==> src/rtl/synth_pkg.sv <==
`default_nettype none
// ============================================================================
//  Package     : synth_pkg
//  Description : Shared constants and types for the voice allocator slice:
//                voice count and word widths, the one-hot voice type, the
//                allocator state/action encodings and the captured event.
//  Revision    : 1.0  initial release
// ============================================================================
package synth_pkg;

    localparam int NUM_VOICES = 8;
    localparam int DW         = 16;
    localparam int NOTE_W     = 7;
    localparam int PTR_W      = $clog2(NUM_VOICES);

    typedef logic [NUM_VOICES-1:0] voice_onehot_t;

    typedef enum logic [1:0] {
        IDLE  = 2'd0,
        MATCH = 2'd1,
        APPLY = 2'd2
    } alloc_state_t;

    typedef enum logic [2:0] {
        RETRIG  = 3'd0,
        ALLOC   = 3'd1,
        STEAL   = 3'd2,
        RELEASE = 3'd3,
        DROP    = 3'd4
    } alloc_action_t;

    typedef struct packed {
        logic              on;
        logic [NOTE_W-1:0] note;
        logic [DW-1:0]     data;
    } note_evt_t;

endpackage
`default_nettype wire

==> src/rtl/voice_allocator_if.sv <==
`default_nettype none
// ============================================================================
//  Interface   : voice_allocator_if
//  Description : Event handshake from the key decoder plus the per-voice
//                register view and status pulses fed to the voice bank.
//                master = event source / consumer, slave = allocator.
//  Revision    : 1.0  initial release
// ============================================================================
interface voice_allocator_if;
    import synth_pkg::*;

    logic              evt_valid;
    logic              evt_ready;
    logic              evt_on;
    logic [NOTE_W-1:0] evt_note;
    logic [DW-1:0]     evt_data;

    voice_onehot_t     voice_gate;
    logic [NOTE_W-1:0] voice_note [NUM_VOICES];
    logic [DW-1:0]     voice_data [NUM_VOICES];
    voice_onehot_t     voice_trig;
    logic              steal;
    logic              drop;

    modport master (
        output evt_valid, evt_on, evt_note, evt_data,
        input  evt_ready, voice_gate, voice_note, voice_data,
        input  voice_trig, steal, drop
    );

    modport slave (
        input  evt_valid, evt_on, evt_note, evt_data,
        output evt_ready, voice_gate, voice_note, voice_data,
        output voice_trig, steal, drop
    );

endinterface
`default_nettype wire

==> src/rtl/onehot_prio_enc.sv <==
`default_nettype none
// ============================================================================
//  Module      : onehot_prio_enc
//  Description : Lowest-set-bit priority encoder with one-hot output and an
//                "any bit set" flag.
//  Revision    : 1.0  initial release
// ============================================================================
module onehot_prio_enc #(
    parameter int WIDTH = 8
) (
    input  logic [WIDTH-1:0] vec_i,
    output logic [WIDTH-1:0] onehot_o,
    output logic             any_o
);

    // Two's-complement trick isolates the lowest set bit.
    assign onehot_o = vec_i & (~vec_i + WIDTH'(1));
    assign any_o    = |vec_i;

endmodule
`default_nettype wire

==> src/rtl/voice_allocator.sv <==
`default_nettype none
// ============================================================================
//  Module      : voice_allocator
//  Description : Assigns note-on/note-off events to voice slots. Three-cycle
//                IDLE -> MATCH -> APPLY sequence per event; holds per-voice
//                gate/note/data registers and pulses trig/steal/drop.
//                Build option VOICE_ALLOC_STEAL_EN: when defined, a note-on
//                with every voice gated steals the round-robin voice; when
//                undefined it is dropped and steal is tied low.
//  Revision    : 1.0  initial release
// ============================================================================
module voice_allocator
    import synth_pkg::*;
(
    input  logic             clk,
    input  logic             reset,
    voice_allocator_if.slave bus
);

    alloc_state_t      state_q,  state_d;
    note_evt_t         evt_q,    evt_d;
    alloc_action_t     action_q, action_d;
    voice_onehot_t     target_q, target_d;
    voice_onehot_t     gate_q,   gate_d;
    logic [NOTE_W-1:0] note_q [NUM_VOICES];
    logic [NOTE_W-1:0] note_d [NUM_VOICES];
    logic [DW-1:0]     data_q [NUM_VOICES];
    logic [DW-1:0]     data_d [NUM_VOICES];
    voice_onehot_t     trig_q,   trig_d;
    logic              drop_q,   drop_d;
`ifdef VOICE_ALLOC_STEAL_EN
    logic              steal_q,  steal_d;
    logic [PTR_W-1:0]  steal_ptr_q, steal_ptr_d;
`endif

    voice_onehot_t     match_vec;
    voice_onehot_t     free_vec;
    voice_onehot_t     match_oh;
    voice_onehot_t     free_oh;
    logic              match_any;
    logic              free_any;

    // Voices currently holding the captured note (at most one by construction).
    always_comb begin
        match_vec = '0;
        for (int i = 0; i < NUM_VOICES; i++) begin
            match_vec[i] = gate_q[i] && (note_q[i] == evt_q.note);
        end
    end

    assign free_vec = ~gate_q;

    onehot_prio_enc #(.WIDTH(NUM_VOICES)) u_match_enc (
        .vec_i    (match_vec),
        .onehot_o (match_oh),
        .any_o    (match_any)
    );

    onehot_prio_enc #(.WIDTH(NUM_VOICES)) u_free_enc (
        .vec_i    (free_vec),
        .onehot_o (free_oh),
        .any_o    (free_any)
    );

    // Next-state: capture in IDLE, decide in MATCH, write voice regs in APPLY.
    always_comb begin
        state_d  = state_q;
        evt_d    = evt_q;
        action_d = action_q;
        target_d = target_q;
        gate_d   = gate_q;
        note_d   = note_q;
        data_d   = data_q;
        trig_d   = '0;
        drop_d   = 1'b0;
`ifdef VOICE_ALLOC_STEAL_EN
        steal_d     = 1'b0;
        steal_ptr_d = steal_ptr_q;
`endif
        case (state_q)
            IDLE: begin
                if (bus.evt_valid) begin
                    evt_d.on   = bus.evt_on;
                    evt_d.note = bus.evt_note;
                    evt_d.data = bus.evt_data;
                    state_d    = MATCH;
                end
            end
            MATCH: begin
                if (evt_q.on) begin
                    if (match_any) begin
                        action_d = RETRIG;
                        target_d = match_oh;
                    end else if (free_any) begin
                        action_d = ALLOC;
                        target_d = free_oh;
                    end else begin
`ifdef VOICE_ALLOC_STEAL_EN
                        action_d = STEAL;
                        target_d = voice_onehot_t'(1) << steal_ptr_q;
`else
                        action_d = DROP;
                        target_d = '0;
`endif
                    end
                end else if (match_any) begin
                    action_d = RELEASE;
                    target_d = match_oh;
                end else begin
                    action_d = DROP;
                    target_d = '0;
                end
                state_d = APPLY;
            end
            APPLY: begin
                for (int i = 0; i < NUM_VOICES; i++) begin
                    if (target_q[i]) begin
                        if (action_q == ALLOC)   gate_d[i] = 1'b1;
                        if (action_q == RELEASE) gate_d[i] = 1'b0;
                        if (action_q inside {ALLOC, STEAL})
                            note_d[i] = evt_q.note;
                        if (action_q inside {RETRIG, ALLOC, STEAL})
                            data_d[i] = evt_q.data;
                    end
                end
                if (action_q inside {RETRIG, ALLOC, STEAL}) trig_d = target_q;
                if (action_q == DROP) drop_d = 1'b1;
`ifdef VOICE_ALLOC_STEAL_EN
                if (action_q == STEAL) begin
                    steal_d     = 1'b1;
                    steal_ptr_d = (steal_ptr_q == PTR_W'(NUM_VOICES - 1)) ?
                                  '0 : steal_ptr_q + 1'b1;
                end
`endif
                state_d = IDLE;
            end
            default: state_d = IDLE;
        endcase
    end

    // State, event and voice registers; reset discards any in-flight event.
    always_ff @(posedge clk) begin
        if (reset) begin
            state_q  <= IDLE;
            evt_q    <= '0;
            action_q <= DROP;
            target_q <= '0;
            gate_q   <= '0;
            note_q   <= '{default: '0};
            data_q   <= '{default: '0};
            trig_q   <= '0;
            drop_q   <= 1'b0;
`ifdef VOICE_ALLOC_STEAL_EN
            steal_q     <= 1'b0;
            steal_ptr_q <= '0;
`endif
        end else begin
            state_q  <= state_d;
            evt_q    <= evt_d;
            action_q <= action_d;
            target_q <= target_d;
            gate_q   <= gate_d;
            note_q   <= note_d;
            data_q   <= data_d;
            trig_q   <= trig_d;
            drop_q   <= drop_d;
`ifdef VOICE_ALLOC_STEAL_EN
            steal_q     <= steal_d;
            steal_ptr_q <= steal_ptr_d;
`endif
        end
    end

    assign bus.evt_ready  = (state_q == IDLE);
    assign bus.voice_gate = gate_q;
    assign bus.voice_note = note_q;
    assign bus.voice_data = data_q;
    assign bus.voice_trig = trig_q;
    assign bus.drop       = drop_q;
`ifdef VOICE_ALLOC_STEAL_EN
    assign bus.steal      = steal_q;
`else
    assign bus.steal      = 1'b0;
`endif

endmodule
`default_nettype wire

==> src/flat_wrapper.sv <==
// flat-port wrapper written by rule: the top's interface ports become plain ports
module voice_allocator_flat import synth_pkg::*;
  (clk, reset, bus_evt_valid, bus_evt_on, bus_evt_note, bus_evt_data, bus_evt_ready, bus_voice_gate, bus_voice_note, bus_voice_data, bus_voice_trig, bus_steal, bus_drop);
  voice_allocator_if bus_i ();
  input  logic clk;
  input  logic reset;
  input wire logic [$bits(bus_i.evt_valid)-1:0] bus_evt_valid;
  input wire logic [$bits(bus_i.evt_on)-1:0] bus_evt_on;
  input wire logic [$bits(bus_i.evt_note)-1:0] bus_evt_note;
  input wire logic [$bits(bus_i.evt_data)-1:0] bus_evt_data;
  output wire logic [$bits(bus_i.evt_ready)-1:0] bus_evt_ready;
  output wire logic [$bits(bus_i.voice_gate)-1:0] bus_voice_gate;
  output wire logic [$bits(bus_i.voice_note)-1:0] bus_voice_note;
  output wire logic [$bits(bus_i.voice_data)-1:0] bus_voice_data;
  output wire logic [$bits(bus_i.voice_trig)-1:0] bus_voice_trig;
  output wire logic [$bits(bus_i.steal)-1:0] bus_steal;
  output wire logic [$bits(bus_i.drop)-1:0] bus_drop;
  assign bus_i.evt_valid = bus_evt_valid;
  assign bus_i.evt_on = bus_evt_on;
  assign bus_i.evt_note = bus_evt_note;
  assign bus_i.evt_data = bus_evt_data;
  assign bus_evt_ready = bus_i.evt_ready;
  assign bus_voice_gate = bus_i.voice_gate;
  assign bus_voice_note = {>>{bus_i.voice_note}};
  assign bus_voice_data = {>>{bus_i.voice_data}};
  assign bus_voice_trig = bus_i.voice_trig;
  assign bus_steal = bus_i.steal;
  assign bus_drop = bus_i.drop;
  voice_allocator u_core (.clk(clk), .reset(reset), .bus(bus_i));
endmodule
==> config.mk <==
export PLATFORM = sky130hd
export DESIGN_NAME = voice_allocator_flat
export DESIGN_NICKNAME = d
export VERILOG_FILES = /design/src/rtl/synth_pkg.sv /design/src/rtl/voice_allocator_if.sv /design/src/rtl/onehot_prio_enc.sv /design/src/rtl/voice_allocator.sv /design/src/flat_wrapper.sv
export SDC_FILE = /design/constraint.sdc
export NUM_CORES = 1
export LEC_CHECK = 0
export CAP_MARGIN = 20
export CORE_MARGIN = 2
export CORE_UTILIZATION = 54
export CTS_CLUSTER_SIZE = 24
export DETAILED_ROUTE_END_ITERATION = 8
export MAX_ROUTING_LAYER = met4
export PLACE_DENSITY_LB_ADDON = 0.08
export RECOVER_POWER = 100
export SLEW_MARGIN = 20
export SYNTH_ARGS = -nofsm -noshare
export SYNTH_HDL_FRONTEND = slang
export SYNTH_HIERARCHICAL = 1
export SYNTH_SLANG_ARGS = --single-unit
export TNS_END_PERCENT = 20
==> constraint.sdc <==
create_clock -name clk -period 4.59 [get_ports clk]
set_input_delay 0.918 -clock clk [delete_from_list [all_inputs] [get_ports clk]]
set_output_delay 0.918 -clock clk [all_outputs]
set_load 0.005 [all_outputs]
### After elaboration in Yosys (flattened, before gate mapping)

Cells that the tools add are included.

* register bits: 238
* latch bits: 0
* bits in writable memories: 0
* bits in read-only memories: 0
* word-level logic and storage cells: 111
* memories: 0

* add/subtract/negate cells: 2
* multipliers: 0
* div/mod/pow operators: 0
* order comparisons: 0
* equal/unequal tests: 15
* shifts and indexed selects: 0
* muxes and demuxes: 13
* bitwise logic cells: 7
* reductions and logical operators: 42

Operator list (number)
* AND reduction 3 bit: 24
* == test 7 bit: 8
* 2-to-1 mux 8 bit: 4
* NOT 8 bit: 3
* adder 8 x 1 -> 8 bit (second input constant): 2
* AND 8 bit: 2
* OR reduction 8 bit: 2
* 2-to-1 mux 3 bit: 4
* logical AND 1 bit: 8
* == test 3 x 2 -> 1 bit (second input constant): 2
* case mux 2 bit (2 select lines): 1
* nonzero test 2 bit: 2
* == test 3 x 1 -> 1 bit (second input constant): 1
* == test 3 bit (second input constant): 1
* zero test 3 bit: 1
* 2-to-1 mux 1 bit: 3
* nonzero test 3 bit: 1
* OR reduction 3 bit: 1
* == test 2 x 1 -> 1 bit (second input constant): 1
* == test 2 bit (second input constant): 1
* zero test 2 bit: 1
* 2-to-1 mux 2 bit: 1
* != test 2 bit (second input constant): 1
* NOT 1 bit: 2
* 2 further kinds: 2

### Longest topological paths before layout

* depth after elaboration: 7
* mapped depth: 10
* mapped depth without buffers: 8

### Modules after synthesis

Netlist, hierarchy kept.

By module, submodules not included
* voice_allocator: times used 1, cells an instance 940, area each 9932.0 um2, sequential area each 4764.6 um2
* onehot_prio_enc: times used 2, cells an instance 12, area each 101.3 um2, sequential area each 0.0 um2

### Worst setup path before layout

No wires, ideal clock.

* kind: register -> register
* start: register u_core/evt_q[18] (netlist name)
* end: register u_core.target_q[0]
* library setup time: 0.078 ns
* arrival: 2.138 ns
* required time: 4.512 ns
* path slack: 2.374 ns
* cell stages (with the launch flop): 11
* buffers on the path: 2
* clock period less this slack: 2.216 ns
* path through: dfxtp_1 -> clkbuf_1 -> xnor2_1 -> nand4_1 -> nor2_1 -> nor4_4 -> nand3_1 -> and3b_1 -> buf_1 -> a221oi_1 -> nor3_1

* elaborated cells between the ends (all ways): 23

RTL lines
* start: declaration: RTL line voice_allocator.sv:21 `note_evt_t evt_q, evt_d;`
* start signal: assignment: RTL line voice_allocator.sv:159 `evt_q <= evt_d;`
* == test 7 bit (*): RTL line voice_allocator.sv:47 `match_vec[i] = gate_q[i] && (note_q[i] == evt_q.note);`
* logical AND 1 bit (*): RTL line voice_allocator.sv:47
* net u_core.match_vec[0]: RTL line voice_allocator.sv:36 `voice_onehot_t match_vec;`
* OR reduction 8 bit (*): RTL line onehot_prio_enc.sv:18 `assign any_o = |vec_i;`
* net u_core.match_any: RTL line voice_allocator.sv:40 `logic match_any;`
* 2-to-1 mux 8 bit, on equally long branches: RTL line voice_allocator.sv:106, voice_allocator.sv:91
* 2-to-1 mux 8 bit (*): RTL line voice_allocator.sv:90 `if (evt_q.on) begin`
* end signal: assignment: RTL line voice_allocator.sv:161 `target_q <= target_d;`
* end: declaration: RTL line voice_allocator.sv:23 `voice_onehot_t target_q, target_d;`

The timed path passes the listed nets; every way through them passes the cells marked *.
A chain may end at the register's enable or synchronous reset.

==> results.yml <==
status:
  outcome: "finished, violations left"
  violations: "max-capacitance violations, max-slew violations"
critical_path:
  start_kind: "primary input"
  crit_top_cell: "clkbuf_2"
  slowest_delay_ns: 1.39
  crit_slowest_cell: "clkbuf_2"
  critPathCaptureType: "register"
  path_cells: "clkbuf_2 -> clkbuf_2 -> nand2b_1 -> mux2i_1"
  critical_path_required_ns: 4.98
  path_max_fanout: 129
  crit_type: "in -> reg"
  arrival_ns: 3.84
placed_design:
  post-place-ws_ns: 1.93
  place_hpwl_um: 18200
  io_buffer_count: 228
  globalplace.congestion: 0.883
clocking:
  cts_root_buf: "clkbuf_16"
  clock_latency_ns: 0.53
  cts_sinks: 238
  cts_setup_buffers: 0
  cts_hold_buf: 0
  cts.repair.resized: 0
  cts_buffer_depth: 3
  cts_tree: "built"
  cts_max_level: 1
  numCtsBuffers: 25
  path_clk_slew_ns: 0.06
route:
  postRouteAntennaNets: 0
  post_drt_wl_per_cell_um: 19.1
  dr.pass1.iters: 4
  vias_per_cell: 5.31
  drt-total-wl_um: 26600
  vias: 7388
  first_iter_violations: 379
  drc_errors: 0
power:
  leakage_uw: 0.00622
  power_density_mw_per_mm2: 330
  peakVddDrop_mv: 0.322
sta:
  fin_skew_ns: 0.00834
  timing.fmax_mhz: 290
  min_period_ns: 3.45
  finalSetupViolations: 0
  worst_slew_pin_slew_ns: 1.97
  setup_slack_ns: 1.14
  fin_crit_sh: 0.753
  rsz0062_at_grt: "false"
  fin_tns_setup_ns: 0
  slew_viol_final: 130
  hold_viol_final: 0
  slew_headroom: -0.316
logic_synthesis:
  synthCells: 964
  synth_top_area_share: 0.470
  synth_edf_count: 0
  synthMuxAreaShare: 0.205
  ys_types: 40
  ys_top_cells_by_area: "dfxtp_1 47%, mux2i_1 21%, nand2b_1 13%"
  synth_compound_area_frac: 0.0199
  synthSimpleGateAreaFrac: 0.205
  ys_ff_latch: 238
  synthFlopType: "dfxtp_1"
  post-synth-top-area-cell: "dfxtp_1"
  synthesis.area_mm2: 0.0101
  ys_seq_area_frac: 0.470
  syn_nets: 991
  synthArstFlopShare: 0
  syn_avg_cell_area_um2: 10.5
  ys_warn_count: 6
  synthAdderAreaFrac: 0
  synth_xor_area_frac: 0.0511
  synth_top_family_by_area: "multiplexers"
global_route:
  antenna_found_initial: 2
  grt_pass1_wl_um: 41000
  grt_util_all_layers: 0.270
  grt_max_degree: 130
  grt_pass1_vias: 7025
  gr-total-overflow: 0
cells_and_area:
  syn_to_final_growth_pct: 29.2
  final_cell_mix: "238 x dfxtp_1, 208 x nand2b_1, 208 x mux2i_1"
  final_common_cell: "dfxtp_1"
  nNetsFinal: 1163
  drive_gt1_frac: 0.0632
die:
  dieWidth_um: 141
  die-area_mm2: 0.0199
  die_h_um: 141
  coreArea_mm2: 0.0186
  rows: 50
  start_util: 0.545
  ios: 230
run:
  max_cap_viol_count: 1
hold_path:
  min_path_type: "reg -> reg"
## cell families after synthesis
kind of cell / count (synthesis)
AO/OA/AOI/OAI: 27
flip-flops: 238
buffers and inverters: 97
XOR/XNOR: 57
other: 1
multiplexers: 208
AND/OR/NAND/NOR: 336
## metrics by stage
step,instance area [um2],utilization,cells,power (uW),hold WS [ns]
6_report,13100,0.705,1391,4320,0.470
5_1_grt,13100,0.705,1391,4460,0.482
4_1_cts,13100,0.706,1389,4350,0.476
3_5_place_dp,12300,0.662,1343,2370,0.463
3_3_place_gp,12300,0.662,1343,2370,0.457
2_1_floorplan,10100,-,964,2310,0.462
## power by group
part / switching (uW) / internal (uW) / leakage, uW
clock network: 838 / 1150 / 0.000399
registers: 35.5 / 2090 / 0.00192
logic: 103 / 105 / 0.00390
## sequential cells by signal, indices dropped and copies added, names as in the netlist
register               count
u_core/action_q            3
u_core/bus.drop            1
u_core/bus.voice_data    128
u_core/bus.voice_gate      8
u_core/bus.voice_note     56
u_core/bus.voice_trig      8
u_core/evt_q              24
u_core/state_q             2
u_core/target_q            8
## final cells by class
type / instances / area, um2
antenna: 2 / 5.00
clock buffer: 36 / 717
tap: 234 / 293
inverter: 8 / 30.0
clock inverter: 10 / 95.1
sequential: 238 / 4760
fill: 1450 / 5490
multi-input combinational: 629 / 4870
timing repair buffer: 234 / 2320
## worst max-delay path: cells and delay by family
family | cells | cell delay (ns)
buffers and inverters | 2 | 2.55
AND/OR/NAND/NOR | 1 | 0.22
multiplexers | 1 | 0.09
## per-layer routing
layer	part of all wire	vias to the layer above	GRT usage
met5	0	-	-
met1	0.46	3532	0.371
met4	0.024	0	0.0679
met2	0.45	251	0.409
met3	0.069	43	0.0550
li1	-	3562	-
## Yosys cell counts (4+ instances only)
| cell type | count |
|---|---|
| xnor2_1 | 56 |
| mux2i_1 | 208 |
| nor2_1 | 54 |
| dfxtp_1 | 238 |
| a221oi_1 | 8 |
| nand3_1 | 5 |
| nand2b_1 | 208 |
| a311oi_1 | 8 |
| buf_2 | 10 |
| nand3_2 | 9 |
| buf_6 | 9 |
| clkbuf_1 | 35 |
| buf_4 | 12 |
| buf_1 | 22 |
| inv_1 | 8 |
| a21oi_1 | 9 |
| nand4_1 | 16 |
| nor3b_1 | 4 |
| nor3_1 | 10 |
## final timing paths
check / from / end / slack, ns / depth (start not counted)
max: reset / u_core/bus.voice_data[19]$_SDFFE_PP0P_ / 1.14 / 4
min: u_core/bus.voice_data[45]$_SDFFE_PP0P_ / u_core/bus.voice_data[45]$_SDFFE_PP0P_ / 0.47 / 2
max reg2reg: u_core/evt_q[21]$_SDFFE_PP0P_ / u_core/target_q[7]$_SDFFE_PP0N_ / 1.58 / 8
min reg2reg: u_core/bus.voice_data[45]$_SDFFE_PP0P_ / u_core/bus.voice_data[45]$_SDFFE_PP0P_ / 0.47 / 2
Note: power is estimated with default switching activity, not from simulation.
